$ cat src/rtl/uart_tx_fifo.sv
// Transmit byte FIFO feeding a UART transmitter through a start/done pulse handshake.
// Define UART_TX_FIFO_OVF_EN to build the sticky overflow flag; otherwise ovf is tied low.
module uart_tx_fifo #(
    parameter int D_W   = 8,
    parameter int DEPTH = 16
) (
    input  logic                   clk,
    input  logic                   rst,
    input  logic                   wr_en,
    input  logic [D_W-1:0]         wr_data,
    output logic                   full,
    output logic                   empty,
    output logic [$clog2(DEPTH):0] level,
    output logic                   tx_start,
    output logic [D_W-1:0]         tx_byte,
    input  logic                   tx_done,
    output logic                   tx_busy,
    output logic                   ovf,
    input  logic                   ovf_clr
);
    localparam int AW = $clog2(DEPTH);
    localparam int CW = AW + 1;

    localparam logic [1:0] IDLE = 2'd0;
    localparam logic [1:0] SEND = 2'd1;
    localparam logic [1:0] WAIT = 2'd2;

    logic [D_W-1:0] mem_q [DEPTH];
    logic [AW-1:0]  wr_ptr_q, wr_ptr_d;
    logic [AW-1:0]  rd_ptr_q, rd_ptr_d;
    logic [CW-1:0]  count_q, count_d;
    logic [1:0]     state_q, state_d;
    logic [D_W-1:0] tx_byte_q, tx_byte_d;
    logic           wr_acc;
    logic           wr_drop;
    logic           pop;

    // Full is judged on the pre-pop count, so a write racing a pop on a full FIFO is dropped.
    assign full    = (count_q == CW'(DEPTH));
    assign empty   = (count_q == '0);
    assign level   = count_q;
    assign wr_acc  = wr_en && !full;
    assign wr_drop = wr_en && full;
    assign pop     = (state_q == IDLE) && !empty;

    assign tx_start = (state_q == SEND);
    assign tx_busy  = (state_q != IDLE);
    assign tx_byte  = tx_byte_q;

    always_comb begin
        wr_ptr_d  = wr_ptr_q;
        rd_ptr_d  = rd_ptr_q;
        count_d   = count_q + CW'(wr_acc) - CW'(pop);
        state_d   = state_q;
        tx_byte_d = tx_byte_q;
        if (wr_acc) begin
            wr_ptr_d = wr_ptr_q + AW'(1);
        end
        if (pop) begin
            rd_ptr_d = rd_ptr_q + AW'(1);
        end
        case (state_q)
            IDLE: begin
                if (!empty) begin
                    tx_byte_d = mem_q[rd_ptr_q];
                    state_d   = SEND;
                end
            end
            SEND:    state_d = WAIT;
            WAIT: begin
                if (tx_done) begin
                    state_d = IDLE;
                end
            end
            default: state_d = IDLE;
        endcase
    end

    // Storage array carries no reset; occupancy is governed entirely by count/pointers.
    always_ff @(posedge clk) begin
        if (wr_acc) begin
            mem_q[wr_ptr_q] <= wr_data;
        end
    end

    always_ff @(posedge clk or posedge rst) begin
        if (rst) begin
            wr_ptr_q  <= '0;
            rd_ptr_q  <= '0;
            count_q   <= '0;
            state_q   <= IDLE;
            tx_byte_q <= '0;
        end else begin
            wr_ptr_q  <= wr_ptr_d;
            rd_ptr_q  <= rd_ptr_d;
            count_q   <= count_d;
            state_q   <= state_d;
            tx_byte_q <= tx_byte_d;
        end
    end

`ifdef UART_TX_FIFO_OVF_EN
    logic ovf_q, ovf_d;

    // A drop in the same cycle as a clear keeps the flag set.
    always_comb begin
        ovf_d = ovf_q;
        if (ovf_clr) begin
            ovf_d = 1'b0;
        end
        if (wr_drop) begin
            ovf_d = 1'b1;
        end
    end

    always_ff @(posedge clk or posedge rst) begin
        if (rst) begin
            ovf_q <= 1'b0;
        end else begin
            ovf_q <= ovf_d;
        end
    end

    assign ovf = ovf_q;
`else
    logic unused_ovf;
    assign unused_ovf = ovf_clr ^ wr_drop;
    assign ovf        = 1'b0;
`endif

endmodule

$ cat config.mk
export PLATFORM = sky130hd
export DESIGN_NAME = uart_tx_fifo
export DESIGN_NICKNAME = d
export VERILOG_FILES = /design/src/rtl/uart_tx_fifo.sv
export SDC_FILE = /design/constraint.sdc
export NUM_CORES = 1
export LEC_CHECK = 0
export ABC_AREA = 0
export BUFFER_PORTS_ARGS = -buffer_cell sky130_fd_sc_hd__buf_2
export CAP_MARGIN = 20
export CORE_UTILIZATION = 60
export CTS_BUF_LIST = sky130_fd_sc_hd__clkbuf_4 sky130_fd_sc_hd__clkbuf_8
export DETAILED_ROUTE_END_ITERATION = 10
export GPL_TIMING_DRIVEN = 0
export HOLD_SLACK_MARGIN = 0.08
export PLACE_DENSITY = 0.75
export SKIP_CTS_REPAIR_TIMING = 1
export SYNTH_ARGS = -nofsm -noshare
export SYNTH_HDL_FRONTEND = slang
export SYNTH_SLANG_ARGS = --single-unit
$ cat constraint.sdc
create_clock -name clk -period 4.43 [get_ports clk]
set_clock_uncertainty 0.1 [all_clocks]
set_input_delay 0.2215 -clock clk [delete_from_list [all_inputs] [get_ports clk]]
set_output_delay 0.2215 -clock clk [all_outputs]
set_load 0.02 [all_outputs]
==> impl_metrics.env <==
export IMPL_dr_pass1_iters=4
export IMPL_num_antenna_cells=0
export IMPL_dp_hpwl_um=7308
export IMPL_layout_common_cells="128 x edfxtp_1, 29 x buf_2, 26 x mux4_1"
export IMPL_path_delay_family="adder cells"
export IMPL_cp_slowest_stage_delay_ns=0.41
export IMPL_antenna_found_initial=0
export IMPL_grt_max_degree=24
export IMPL_tightest_slew_ns=0.9173
export IMPL_hold_ws_ns=0.08365
export IMPL_area_growth_pct=13.60
export IMPL_totalWireLength_um=11220
export IMPL_clk_latency_ns=0.44
export IMPL_ys_types=37
export IMPL_grt_pass1_vias=3081
export IMPL_start_kind="flop"
export IMPL_vias=3036
export IMPL_drv_slew=0
export IMPL_crit_arrival_ns=3.14
export IMPL_slowest_stage="fa_1"
export IMPL_htreeDepth=4
export IMPL_clk_pin_slew_worst_paths_ns=0.08
export IMPL_final_layout_size_suffix_gt1_share_pct=24.67
export IMPL_grt_first_pass_wirelength_um=17470
export IMPL_fin_tns_setup_ns=0
export IMPL_worstPathCellList="inv_1 -> ha_1 -> and4bb_1 -> nor2b_1 -> clkbuf_2 -> inv_2 -> ha_1 -> inv_1 -> ha_1 -> fa_1 -> a21oi_1 -> nor2_1 -> nor2_1 -> xnor2_1"
export IMPL_final_common_cell="edfxtp_1"
export IMPL_endpoint_kind="flop"
export IMPL_min_path_type="in2reg"
export IMPL_numPortBuffers=28
export IMPL_status="finished clean"
export IMPL_slew_headroom_pct=38.78
export IMPL_worst_path_max_fanout=7
export IMPL_timing_critical_path_mode_cell="ha_1"
export IMPL_rsz0062_at_grt="false"
export IMPL_pin_count=31
export IMPL_ir_drop_mv=0.2871
export IMPL_grt_ovfl_total=0
export IMPL_tritoncts="yes"
export IMPL_wl_per_cell_um=21.83
export IMPL_routabilityCongestion=0.8074
export IMPL_fin_crit_ns=2.878
export IMPL_setup_viol=0
export IMPL_synth_area_mm2=0.006210
export IMPL_dieWidth_um=103.7
export IMPL_power_leakage_nw=2.601
export IMPL_p_per_area_mw_per_mm2=658.9
export IMPL_crit_type="reg2reg"
export IMPL_num_rows=36
export IMPL_ant_nets=0
export IMPL_grt_usage_pct=22.98
export IMPL_post_route_drc_count=0
export IMPL_cts_sinks=151
export IMPL_synth_seq_cells=151
export IMPL_fin_crit_sh_pct=64.96
export IMPL_final_hold_viol_count=0
export IMPL_maxCapViolCount=0
export IMPL_yosys_warnings=0
export IMPL_fill_cells=641
export IMPL_viasPerCell=5.907
export IMPL_syn_nets=339
export IMPL_root_buffer="clkbuf_8"
export IMPL_drtIter0Drc=357
export IMPL_die_h_um=103.7
export IMPL_die_area_mm2=0.01076
export IMPL_worstPathBufferInverterCount=4
export IMPL_cp_data_required_time_ns=4.69
export IMPL_cts_buffers=17
export IMPL_max_freq_mhz=347.5
export IMPL_layout_nets=393
export IMPL_yosysSeqAreaShare_pct=71.17
export IMPL_clk_path_buf_depth=2
export IMPL_syn_area_per_cell_um2=19.78
export IMPL_core_area_mm2=0.009910
export IMPL_start_util_pct=62.66
export IMPL_netlist_instances=314
==> tightest hold or removal path: cells and delay by family <==
family | cells | cell delay, ns
buffers and inverters | 1 | 0.09
and+or+nand+nor | 2 | 0.28
==> where the power goes <==
group	switching [mW]	leakage (nW)	internal (mW)
Clock	0.498	0.219	0.680
Sequential	0.0969	1.43	1.78
Combinational	0.863	0.951	0.731
==> kinds of logic after synthesis <==
family                     synth area share (%)
AOI/OAI and AO/OA                         3.123
xor gates and xnor gates                  1.411
muxes                                     14.47
and+or+nand+nor                           3.768
buffers and inverters                     3.465
adders and majority gates                 2.539
other                                   0.06039
DFF                                       71.17
==> synth_stat cells <==
cell	n	area share, %
edfxtp_1	128	62
a211oi_1	7	0.85
nor2_1	6	0.36
buf_6	6	1.1
mux4_2	6	2.2
clkbuf_2	1	0.081
dfrtp_1	23	9.3
and4bb_1	1	0.20
mux2i_1	8	1.3
nor4_1	4	0.40
fa_1	1	0.32
xor2_1	2	0.28
nor3b_1	3	0.36
a22o_1	1	0.14
and2_1	8	0.81
o22ai_1	7	0.71
nor2b_1	3	0.30
clkbuf_1	3	0.18
buf_2	1	0.081
conb_1	1	0.060
nand4_1	2	0.20
a21o_1	8	0.97
nor4b_1	1	0.14
buf_4	4	0.48
xnor2_1	8	1.1
a21oi_1	3	0.24
a211o_1	1	0.14
inv_1	14	0.85
buf_12	2	0.64
nand3_1	1	0.081
inv_2	1	0.060
nand2_1	6	0.36
o21ai_0	1	0.081
mux4_1	26	11
or2b_2	1	0.14
ha_1	11	2.2
or2_2	4	0.40
==> metal layers <==
layer	vias up	part of all wire, %	GRT usage, %
li1	1364	-	-
met1	1559	46	32.80
met2	99	48	34.76
met3	14	4.7	6.104
met4	0	1.7	8.265
met5	-	0	0
==> final timing paths <==
check	startpoint	endpoint	slack, ns	cells after the start
worst min-delay path	tx_done	state_q[1]	0.08	3
worst max register to register	level[2]	level[4]	1.55	14
worst min register to register	tx_byte[4]	tx_byte[4]	0.38	1
max in group asynchronous	rst	wr_ptr_q[3]	3.24	3
min in group asynchronous	rst	tx_byte[5]	0.42	3
worst max-delay path	level[2]	level[4]	1.55	14
==> cell type report <==
class / instances / area [um2] / share of cell area (%)
sequential: 151 / 4419 / 62.65
multi-input combinational: 131 / 1600 / 22.69
clock buffer: 19 / 249.0 / 3.530
clock inverter: 13 / 203.9 / 2.891
timing repair buffer: 35 / 200.2 / 2.838
tap: 133 / 166.4 / 2.359
buffer: 17 / 158.9 / 2.253
inverter: 15 / 56.30 / 0.7982
==> metrics by stage <==
stage          power [mW]  area (um2)  std cells  util [%]  setup WS (ns)
3_3_place_gp        3.448        6516        475     65.76          1.109
4_1_cts             4.676        7024        511     70.88          1.531
6_report            4.648        7054        514     71.19          1.552
3_5_place_dp        3.514        6571        479     66.31          1.561
2_1_floorplan       3.063        6210        314         -          1.190
5_1_grt             4.887        7054        514     71.19          1.253
==> state kept, by name, indices dropped and copies added, names as in the netlist <==
| name | flops |
|---|---|
| level | 5 |
| tx_byte | 8 |
| wr_ptr_q | 4 |
| mem_q | 128 |
| rd_ptr_q | 4 |
| state_q | 2 |
(Power assumes the default switching activity.)
